File: src/rtl/efpga_cfg_loader_if.sv
// Wishbone slave bus bundle between the user-area bus and the config loader.
interface efpga_cfg_loader_if;
    logic        stb;
    logic        cyc;
    logic        we;
    logic [3:0]  sel;
    logic [31:0] adr;
    logic [31:0] dat_w;
    logic [31:0] dat_r;
    logic        ack;

    modport master (output stb, cyc, we, sel, adr, dat_w, input ack, dat_r);
    modport slave  (input stb, cyc, we, sel, adr, dat_w, output ack, dat_r);
endinterface

File: src/rtl/efpga_cfg_loader.sv
// eFPGA configuration sequencer: Wishbone-written bitstream words are buffered in a FIFO
// and paced out to the fabric config port, holding the fabric in reset while loading.
module efpga_cfg_loader #(
    parameter logic [31:0] BASE_ADDR  = 32'h3000_0000,
    parameter int          FIFO_DEPTH = 4,
    parameter int          STROBE_GAP = 2
) (
    input  logic              wb_clk_i,
    input  logic              wb_rst_ni,
    efpga_cfg_loader_if.slave wbs,
    output logic [31:0]       cfg_data_o,
    output logic              cfg_strobe_o,
    output logic              cfg_busy_o,
    output logic              cfg_done_o,
    output logic              fabric_rst_no
);
    localparam int PW = (FIFO_DEPTH > 1) ? $clog2(FIFO_DEPTH) : 1;
    localparam int LW = PW + 1;
    localparam logic [LW-1:0] FULL_LEVEL = LW'(FIFO_DEPTH);
    localparam logic [3:0]    GAP_LAST   = 4'((STROBE_GAP > 0) ? STROBE_GAP - 1 : 0);

    typedef enum logic [1:0] {ST_IDLE, ST_LOAD, ST_GAP, ST_DONE} state_t;
    state_t state_reg, state_next;

    logic [31:0]   fifo_mem [FIFO_DEPTH];
    logic [PW-1:0] wr_ptr_reg, rd_ptr_reg;
    logic [LW-1:0] level_reg;
    logic [15:0]   count_reg, sent_reg, sent_next;
    logic          err_reg, err_next;
    logic [3:0]    gap_reg, gap_next;
    logic          ack_reg;
    logic [31:0]   rdata_reg;
    logic [31:0]   cfg_data_reg;
    logic          strobe_reg;

    logic          hit, active, fifo_full, fifo_empty, stall, accept;
    logic          ctrl_wr, count_wr, data_wr, start, abort;
    logic          push, pop, flush;
    logic [1:0]    offset;
    logic [31:0]   rd_mux;
    logic          unused_bits;

    assign unused_bits = ^{wbs.sel, wbs.adr[1:0]};

    assign offset     = wbs.adr[3:2];
    assign hit        = wbs.stb & wbs.cyc & (wbs.adr[31:4] == BASE_ADDR[31:4]);
    assign active     = (state_reg == ST_LOAD) || (state_reg == ST_GAP);
    assign fifo_full  = (level_reg == FULL_LEVEL);
    assign fifo_empty = (level_reg == '0);

    // A full FIFO holds off a DATA write; a pop in the same cycle is not looked at,
    // so the write is taken on the following cycle at the earliest.
    assign stall  = wbs.we & (offset == 2'd2) & active & fifo_full;
    assign accept = hit & ~ack_reg & ~stall;

    assign ctrl_wr  = accept & wbs.we & (offset == 2'd0);
    assign count_wr = accept & wbs.we & (offset == 2'd1);
    assign data_wr  = accept & wbs.we & (offset == 2'd2);
    assign abort    = ctrl_wr & wbs.dat_w[1];
    assign start    = ctrl_wr & wbs.dat_w[0] & ~wbs.dat_w[1];

    always_comb begin
        state_next = state_reg;
        sent_next  = sent_reg;
        err_next   = err_reg;
        gap_next   = gap_reg;
        pop        = 1'b0;
        flush      = 1'b0;
        push       = data_wr & active;
        if (data_wr && !active) begin
            err_next = 1'b1;
        end
        case (state_reg)
            ST_IDLE, ST_DONE: begin
                if (start) begin
                    flush      = 1'b1;
                    sent_next  = 16'd0;
                    err_next   = 1'b0;
                    state_next = (count_reg == 16'd0) ? ST_DONE : ST_LOAD;
                end
            end
            ST_LOAD: begin
                if (!fifo_empty) begin
                    pop       = 1'b1;
                    sent_next = sent_reg + 16'd1;
                    if (sent_reg + 16'd1 == count_reg) begin
                        state_next = ST_DONE;
                    end else if (STROBE_GAP > 0) begin
                        state_next = ST_GAP;
                        gap_next   = 4'd0;
                    end
                end
            end
            ST_GAP: begin
                if (gap_reg == GAP_LAST) begin
                    state_next = ST_LOAD;
                end else begin
                    gap_next = gap_reg + 4'd1;
                end
            end
            default: state_next = ST_IDLE;
        endcase
        // Abort overrides everything, including a pop that would otherwise happen now.
        if (abort) begin
            state_next = ST_IDLE;
            flush      = 1'b1;
            pop        = 1'b0;
            sent_next  = sent_reg;
            err_next   = 1'b1;
        end
    end

    always_comb begin
        rd_mux = 32'd0;
        case (offset)
            2'd1:    rd_mux = {16'd0, count_reg};
            2'd3:    rd_mux = {sent_reg, 8'(level_reg), 5'd0, err_reg, cfg_done_o, cfg_busy_o};
            default: rd_mux = 32'd0;
        endcase
    end

    always_ff @(posedge wb_clk_i) begin
        if (!wb_rst_ni) begin
            state_reg    <= ST_IDLE;
            sent_reg     <= 16'd0;
            err_reg      <= 1'b0;
            gap_reg      <= 4'd0;
            count_reg    <= 16'd0;
            ack_reg      <= 1'b0;
            rdata_reg    <= 32'd0;
            strobe_reg   <= 1'b0;
            cfg_data_reg <= 32'd0;
            wr_ptr_reg   <= '0;
            rd_ptr_reg   <= '0;
            level_reg    <= '0;
        end else begin
            state_reg  <= state_next;
            sent_reg   <= sent_next;
            err_reg    <= err_next;
            gap_reg    <= gap_next;
            ack_reg    <= accept;
            rdata_reg  <= (accept && !wbs.we) ? rd_mux : 32'd0;
            strobe_reg <= pop;
            if (count_wr && !active) begin
                count_reg <= wbs.dat_w[15:0];
            end
            if (pop) begin
                cfg_data_reg <= fifo_mem[rd_ptr_reg];
            end
            if (flush) begin
                wr_ptr_reg <= '0;
                rd_ptr_reg <= '0;
                level_reg  <= '0;
            end else begin
                if (push) wr_ptr_reg <= wr_ptr_reg + PW'(1);
                if (pop)  rd_ptr_reg <= rd_ptr_reg + PW'(1);
                case ({push, pop})
                    2'b10:   level_reg <= level_reg + LW'(1);
                    2'b01:   level_reg <= level_reg - LW'(1);
                    default: level_reg <= level_reg;
                endcase
            end
        end
    end

    always_ff @(posedge wb_clk_i) begin
        if (push) begin
            fifo_mem[wr_ptr_reg] <= wbs.dat_w;
        end
    end

    assign wbs.ack       = ack_reg;
    assign wbs.dat_r     = rdata_reg;
    assign cfg_data_o    = cfg_data_reg;
    assign cfg_strobe_o  = strobe_reg;
    assign cfg_busy_o    = active;
    assign cfg_done_o    = (state_reg == ST_DONE);
    assign fabric_rst_no = ~active;
endmodule

File: src/flat_wrapper.sv
// flat-port wrapper written by rule: the top's interface ports become plain ports
module efpga_cfg_loader_flat 
#(
    parameter logic [31:0] BASE_ADDR  = 32'h3000_0000,
    parameter int          FIFO_DEPTH = 4,
    parameter int          STROBE_GAP = 2
)
  (wb_clk_i, wb_rst_ni, cfg_data_o, cfg_strobe_o, cfg_busy_o, cfg_done_o, fabric_rst_no, wbs_stb, wbs_cyc, wbs_we, wbs_sel, wbs_adr, wbs_dat_w, wbs_ack, wbs_dat_r);
  efpga_cfg_loader_if wbs_i ();
  input  logic wb_clk_i;
  input  logic wb_rst_ni;
  output logic [31:0] cfg_data_o;
  output logic cfg_strobe_o;
  output logic cfg_busy_o;
  output logic cfg_done_o;
  output logic fabric_rst_no;
  input wire logic [$bits(wbs_i.stb)-1:0] wbs_stb;
  input wire logic [$bits(wbs_i.cyc)-1:0] wbs_cyc;
  input wire logic [$bits(wbs_i.we)-1:0] wbs_we;
  input wire logic [$bits(wbs_i.sel)-1:0] wbs_sel;
  input wire logic [$bits(wbs_i.adr)-1:0] wbs_adr;
  input wire logic [$bits(wbs_i.dat_w)-1:0] wbs_dat_w;
  output wire logic [$bits(wbs_i.ack)-1:0] wbs_ack;
  output wire logic [$bits(wbs_i.dat_r)-1:0] wbs_dat_r;
  assign wbs_i.stb = wbs_stb;
  assign wbs_i.cyc = wbs_cyc;
  assign wbs_i.we = wbs_we;
  assign wbs_i.sel = wbs_sel;
  assign wbs_i.adr = wbs_adr;
  assign wbs_i.dat_w = wbs_dat_w;
  assign wbs_ack = wbs_i.ack;
  assign wbs_dat_r = wbs_i.dat_r;
  efpga_cfg_loader #(.BASE_ADDR(BASE_ADDR), .FIFO_DEPTH(FIFO_DEPTH), .STROBE_GAP(STROBE_GAP)) u_core (.wb_clk_i(wb_clk_i), .wb_rst_ni(wb_rst_ni), .wbs(wbs_i), .cfg_data_o(cfg_data_o), .cfg_strobe_o(cfg_strobe_o), .cfg_busy_o(cfg_busy_o), .cfg_done_o(cfg_done_o), .fabric_rst_no(fabric_rst_no));
endmodule
File: config.mk
export PLATFORM = sky130hd
export DESIGN_NAME = efpga_cfg_loader_flat
export DESIGN_NICKNAME = d
export VERILOG_FILES = /design/src/rtl/efpga_cfg_loader_if.sv /design/src/rtl/efpga_cfg_loader.sv /design/src/flat_wrapper.sv
export SDC_FILE = /design/constraint.sdc
export NUM_CORES = 1
export LEC_CHECK = 0
export ABC_AREA = 1
export BUFFER_PORTS_ARGS = -buffer_cell sky130_fd_sc_hd__buf_2
export CAP_MARGIN = 15
export CORE_UTILIZATION = 52
export DETAILED_ROUTE_END_ITERATION = 10
export GPL_TIMING_DRIVEN = 0
export HOLD_SLACK_MARGIN = 0.1
export PLACE_DENSITY = 0.74
export SYNTH_ARGS = -nofsm -noshare
export SYNTH_HDL_FRONTEND = slang
export SYNTH_SLANG_ARGS = --single-unit
File: constraint.sdc
create_clock -name wb_clk_i -period 3.25 [get_ports wb_clk_i]
set_clock_uncertainty 0.1 [all_clocks]
set_input_delay 0.325 -clock wb_clk_i [delete_from_list [all_inputs] [get_ports wb_clk_i]]
set_output_delay 0.325 -clock wb_clk_i [all_outputs]
set_load 0.05 [all_outputs]
==> summary.md, run 1 <==
| Metric | Value |
|---|---|
| Outcome | completed |
| Share of the synthesized area in the top cell type | 0.3836 |
| Pwr Density | 528.3 mW/mm^2 |
| All-Layer GR Usage | 0.2611 |
| RSZ-0062 raised after global routing | no |
| Die X | 140.8 um |
| Syn Inst Count | 1044 |
| Initial DRC Count | 714 |
| Met2 WL | 11.98 mm |
| LEAKAGE | 5.021 nW |
| Largest net degree at the start of global routing | 28 |
| Worst Path Required | 3.56 ns |
| Largest register by flop count | u_core.fifo_mem |
| Clk sink count | 240 |
| Mux cell area share after synthesis | 0 |
| Via Count | 8141 |
| Compound-Gate Fraction of Synth Area | 0.09066 |
| Routability cong. | 0.9633 |
| Share of cells above drive strength 1 | 0.1713 |
| Top cells by area, synth | edfxtp_1, dfxtp_1, nand2_1 |
| Routed Antenna Nets | 0 |
| Synth Area per Inst | 9.597 um^2 |
| Largest family of logic cells by synthesized area | simple AND/OR/NAND/NOR gates |
| Top Metal Used | met4 |
| Nets | 1327 |
| CTS tree | yes |
| Syn Std Cell Area | 0.01002 mm^2 |
| Ys flop type | edfxtp_1 |
| CTS H-tree depth | 1 |
| Slew headroom | 0.5437 |
| Max reg flops | 128 |
| Clock transition at path regs | 0.06 ns |
| Maximum buffer depth of the clock tree | 3 |
| Starting Density | 0.5339 |
| Drt drc | 0 |
| # setup viols final | 0 |
| Core area | 0.01877 mm^2 |
| Post-synthesis adder-cell area fraction | 0.01573 |
| Util after Layout | 0.6573 |
| Switching share of power | 0.2070 |
| Net Switching | 1.349 mW |
| Yosys reg bits | 240 |
| Synth warn | 0 |
| Final hold viol count | 0 |
| Worst Hold Class | in -> reg |
| Die Y | 140.8 um |
| Clock Root Buffer | clkbuf_16 |
| Syn_nets | 1129 |
| Highest ir drop seen on vdd | 364.1 uV |
| Yosys cell types | 40 |
| Post-synth ARST share | 0 |
| Most frequent cell after synthesis | nand2_1 |
| Slew @ Worst Pin | 0.6844 ns |
| EDFF count, synth | 128 |
| Initial antenna violation count | 0 |
| Combinational share of power | 0.043 |
| M1 wire length | 10.76 mm |
| Max Slew Vio Count | 0 |
| DR vias/cell | 5.445 |
| Port bufs | 133 |
| HPWL Detailed | 16.77 mm |
| Fin crit share | 0.9395 |
| Arr. time, crit path | 3.36 ns |
| Worst setup path class | reg -> reg |
| TritonRoute pass-1 iters | 5 |
| Seq pwr share | 0.493 |
| Design Power | 6.517 mW |
| First-pass GRT wire length | 40.37 mm |
| Fmax | 0.3275 GHz |
| Die area | 0.01983 mm^2 |
| Synth top cells by count | nand2_1, edfxtp_1, dfxtp_1, inv_1, nand3_1 |
| Critical path fanouts, max | 10 |
| Num ports | 142 |
| Fill cell instance count of the final layout | 1474 |
| Number of global-route vias before repair | 7910 |
| Layout area overhead | 23.13% |
| Drt total wl | 25.27 mm |
| XOR/XNOR share of the synthesized area | 0.009366 |
| Min cycle time layout | 3.053 ns |
| Register area share after synthesis | 0.6074 |
| Critical Path Start Type | flip-flop |
| Max-Cap Viols | 0 |
| Total CTS buffers | 25 |
| DR WL/cell | 16.90 um |
| Antenna cells | 0 |
| Clk network pwr share | 0.464 |
| Gr ovfl total | 0 |
| Worst-Skew Late Latency | 0.52 ns |
| Met3 WL post-DR | 1.933 mm |
| Cell type with the highest aggregate area in the netlist | edfxtp_1 |
| Cell Rows | 50 |
| Cell-internal power | 5.168 mW |
| Post-Synth Simple-Gate Area | 0.2144 |
| Critical path endpoint category | flip-flop |
## area by class of cell
type | count | area, um^2 | share of cell area
Timing Repair Buffer | 171 | 1094 | 0.08864
Sequential cell | 240 | 6086 | 0.4933
Tap cell | 234 | 292.8 | 0.02373
Buffer | 50 | 239.0 | 0.01937
Multi-Input combinational cell | 651 | 3346 | 0.2712
Inverter | 103 | 389.1 | 0.03154
Clock buffer | 35 | 755.7 | 0.06126
Clock inverter | 11 | 135.1 | 0.01095
## metrics by stage
step                TNS [ns]  setup WS, ns  hold slack (ns)  instance area [um^2]  cells
finish                     0        0.1967           0.1258                 12340   1495
detailed placement         0       0.08245           0.3647                 11100   1415
CTS                        0       0.06012           0.1004                 12330   1495
global placement      -78.20       -0.6460           0.3609                 10990   1411
floorplan             -8.680      -0.06731           0.3239                 10030   1044
global route               0       0.01364           0.1334                 12340   1495
## worst max-delay path, stage by stage (launching register included)
cell	delay [ns]
dfxtp_1	0.35
inv_1	0.07
ha_2	0.35
nor3_1	0.20
nand3_1	0.12
nand3b_1	0.17
nor2_4	0.07
nand4_4	0.15
nand3_4	0.18
inv_4	0.13
ha_1	0.15
inv_1	0.07
fa_1	0.37
a21oi_1	0.14
o21ai_0	0.11
xor2_1	0.15
nor2_1	0.06
## kinds of logic after synthesis
group,count (synthesis)
compound gates,148
buf+inv,153
fa+ha+maj,12
flops,240
simple gates,482
xor+xnor,9
## routing by layer
layer,track usage,vias to the layer above
li1,-,3960
met1,0.3414,3765
met2,0.4420,369
met3,0.04246,47
met4,0.08982,0
met5,0,-
## power groups by stage
stage | Combinational (mW) | Sequential [mW] | Clock [mW]
after CTS | 0.277 | 3.21 | 3.06
final | 0.281 | 3.21 | 3.03
after detailed placement | 0.243 | 3.28 | 0
after floorplan | 0.139 | 3.27 | 0
after global placement | 0.237 | 3.27 | 0
after global routing | 0.312 | 3.21 | 3.17
## layout by cell type (no fill, tap or decap), types with 5 or more instances in the layout
cell type | synthesis | final
inv_1 | 97 | 97
dfxtp_1 | 112 | 112
nand3_1 | 84 | 84
buf_2 | 8 | 141
clkbuf_16 | 0 | 27
edfxtp_1 | 128 | 128
nor3_1 | 29 | 29
buf_1 | 9 | 9
nor2_4 | 2 | 6
o21ai_1 | 29 | 29
nand2_1 | 242 | 242
a32o_1 | 32 | 32
o21ai_0 | 22 | 22
clkbuf_1 | 26 | 29
ha_1 | 11 | 10
dlygate4sd3_1 | 0 | 34
nand4_1 | 23 | 23
nor2_1 | 79 | 75
xor2_1 | 6 | 6
a21oi_1 | 61 | 61
clkbuf_8 | 0 | 5
## path summary, 6_finish.rpt
path,start,to,slack [ns],depth (start not counted)
hold reg to reg,u_core.cfg_data_o[16],u_core.cfg_data_o[16],0.37,2
hold / removal,wbs_adr[2],u_core.wbs.dat_r[1],0.13,3
setup / recovery,u_core.state_reg[0],u_core.level_reg[2],0.20,16
setup reg to reg,u_core.state_reg[0],u_core.level_reg[2],0.20,16
## timing repair
item | 4_1_cts | 5_1_grt
resized for setup | 0 | 3
buffers inserted | 0 | 0
endpoints found under the setup margin | 0 | 9
endpoints found under the hold margin | 145 | 0
hold buffers | 34 | 0
No activity file was read; power rests on OpenSTA's default activity.
==> run 2, diff against run 1 <==
--- a/config.mk
+++ b/config.mk
@@ -8,6 +8,7 @@
 export ABC_AREA = 1
 export BUFFER_PORTS_ARGS = -buffer_cell sky130_fd_sc_hd__buf_2
 export CAP_MARGIN = 15
+export CORE_ASPECT_RATIO = 0.6
 export CORE_UTILIZATION = 52
 export DETAILED_ROUTE_END_ITERATION = 10
 export GPL_TIMING_DRIVEN = 0
==> run 2 against run 1 <==
  * Non-clock buffer count rose by 2
  * Utilization rose by 0.23 points
  * First-iteration DRC count rose by 21%
  * Critical path depth did not move
  * Largest cell class unchanged
  * Total power fell by 7.5%
  * Sequential cell count did not move
  * Design area fell by 1.4%
  * Maximum frequency fell by 1.2%
  * Worst hold slack improved by 0.046 ns
  * Critical endpoint unchanged
==> summary.md, run 2 (synthesis results as in run 1) <==
| Metric | Value |
|---|---|
| Outcome | completed |
| Post-route cell area | 0.01217 mm^2 |
| Core area | 0.01845 mm^2 |
| Num ports | 142 |
| Starting Density | 0.5431 |
| Maximum buffer depth of the clock tree | 3 |
| # Post-CTS Setup Buffers | 0 |
| First-pass GRT wire length | 40.56 mm |
| Clk sink count | 240 |
| Worst path top cell family by delay | simple AND/OR/NAND/NOR gates |
| DR WL/cell | 17.40 um |
| Placed cell areas | 0.01110 mm^2 |
| CTS H-tree depth | 1 |
| Worst Path Required | 3.58 ns |
| Final hold viol count | 0 |
| HPWL Detailed | 18.16 mm |
| CP dominant cell by count | inv_1 |
| RSZ-0062 raised after global routing | yes |
| Port bufs | 133 |
| Worst-Skew Late Latency | 0.50 ns |
| Routed Antenna Nets | 0 |
| Min cycle time layout | 3.091 ns |
| Most common cell after layout, fill and taps aside | nand2_1 |
| Drt drc | 0 |
| R2R cell count | 16 |
| Initial DRC Count | 861 |
| Critical Path Start Type | flip-flop |
| Design Power | 6.029 mW |
| Arr. time, crit path | 3.42 ns |
| Slew headroom | 0.5415 |
| Crit path buf inv count | 3 |
| Total CTS buffers | 22 |
| Critical R2R Launch | u_core.state_reg[0] |
| Die Y | 109.5 um |
| Number of global-route vias before repair | 7537 |
| LEAKAGE | 4.933 nW |
| Critical path fanouts, max | 10 |
| Clock Root Buffer | clkbuf_16 |
| Largest net degree at the start of global routing | 27 |
| Cell Chain, Critical Path | inv_1 > ha_2 > nor3_1 > nand3_1 > nand3b_1 > nor2_4 > nand4_4 > nand3_4 > inv_2 > ha_1 > inv_1 > fa_1 > a21oi_1 > o21ai_0 > xor2_1 > nor2_1 |
| Crit. Startpoint | u_core.state_reg[0] |
| Max incr delay on CP | 0.37 ns |
| Fmax | 0.3235 GHz |
| Capturing point of the worst reg2reg path | u_core.level_reg[2] |
| Reg-to-reg slack, setup | 0.16 ns |
| Worst path slowest cell | fa_1 |
| Die area | 0.01985 mm^2 |
| Fin crit share | 0.9511 |
| Gr ovfl total | 0 |
| Largest register by flop count | u_core.fifo_mem |
| Slew @ Worst Pin | 0.6878 ns |
| CTS tree | yes |
| Critical path endpoint category | flip-flop |
| Share of cells above drive strength 1 | 0.1679 |
| Hold path start | wbs_adr[24] |
| Die X | 181.2 um |
| Hold path cells | 6 |
| Clock transition at path regs | 0.06 ns |
| DR vias/cell | 5.595 |
| Max Slew Vio Count | 0 |
| Worst Hold Class | in -> reg |
| Antenna cells | 0 |
| Setup TNS | 0 ns |
| Max-Cap Viols | 0 |
| Drt total wl | 26.05 mm |
| Initial antenna violation count | 0 |
| Fill cell instance count of the final layout | 1513 |
| All-Layer GR Usage | 0.2645 |
| Routability cong. | 0.9581 |
| Max reg flops | 128 |
| Layout area overhead | 21.45% |
| Via Count | 8376 |
| Commonest non-fill, non-tap cells in the layout | nand2_1, buf_2, edfxtp_1 |
| Highest ir drop seen on vdd | 343.2 uV |
| Nets | 1326 |
| Worst setup path class | reg -> reg |
| Pwr Density | 495.4 mW/mm^2 |
| TritonRoute pass-1 iters | 6 |
| Hold endpoint | u_core.wbs.ack |
| Cell Rows | 38 |
| # setup viols final | 0 |
==> run 2: changes by cell type in the layout (fill, tap and decap cells not counted), sizes merged <==
cell and delta:
dlygate4sd3 +2, bufinv -2, clkbuf -5, inv -1, clkinvlp +2
==> run 2: how the worst max path moves through the flow <==
stage | slack, ns | cells past startpoint | end
floorplan | -0.07 | 10 | u_core.fifo_mem[0][0]
global placement | -0.60 | 10 | u_core.fifo_mem[2][13]
detailed placement | 0.06 | 16 | u_core.level_reg[2]
CTS | 0.03 | 16 | u_core.level_reg[2]
global route | -0.09 | 16 | u_core.level_reg[2]
finish | 0.16 | 16 | u_core.level_reg[2]
==> run 2: tightest hold or removal path, stage by stage <==
cell and delay, ns:
buf_2 0.07, nor2_1 0.03, nand2_1 0.04, nor3_1 0.04, nand2_1 0.12, nor3_1 0.08
==> run 2: layer usage <==
metal	vias to the layer above	GRT usage	share of wire
met1	3927	0.4090	0.47
li1	3945	-	-
met3	39	0.04902	0.11
met5	-	0	0
met4	0	0.05266	0.014
met2	465	0.3863	0.41
==> run 2: power by group <==
group          total [mW]  internal (mW)  switching, mW
Sequential           3.21           3.20         0.0122
Clock                2.53           1.43           1.10
Combinational       0.286          0.107          0.180
==> run 2: timing repair <==
action	4_1_cts	5_1_grt
hold buffers	36	0
gates resized for setup	0	3
endpoints found under the setup margin	0	2
hold endpoints to repair	147	0
==> run 2: through the flow <==
stage	utilization	hold slack, ns	cells	setup WS, ns
after floorplan	-	0.3239	1044	-0.06731
after global placement	0.5960	0.3613	1417	-0.6024
after detailed placement	0.6015	0.3641	1421	0.06316
after CTS	0.6591	0.1628	1497	0.02518
after global routing	0.6597	0.2095	1497	-0.08764
final	0.6597	0.1721	1497	0.1589
==> run 2: cell type report <==
| type | instances | area [um^2] | share of cell area |
|---|---|---|---|
| Sequential cell | 240 | 6086 | 0.5001 |
| Inverter | 103 | 386.6 | 0.03177 |
| Clock buffer | 30 | 623.1 | 0.05120 |
| Buffer | 50 | 239.0 | 0.01964 |
| Timing Repair Buffer | 173 | 1106 | 0.09089 |
| Clock inverter | 10 | 80.08 | 0.006580 |
| Multi-Input combinational cell | 651 | 3348 | 0.2751 |
| Tap cell | 240 | 300.3 | 0.02468 |
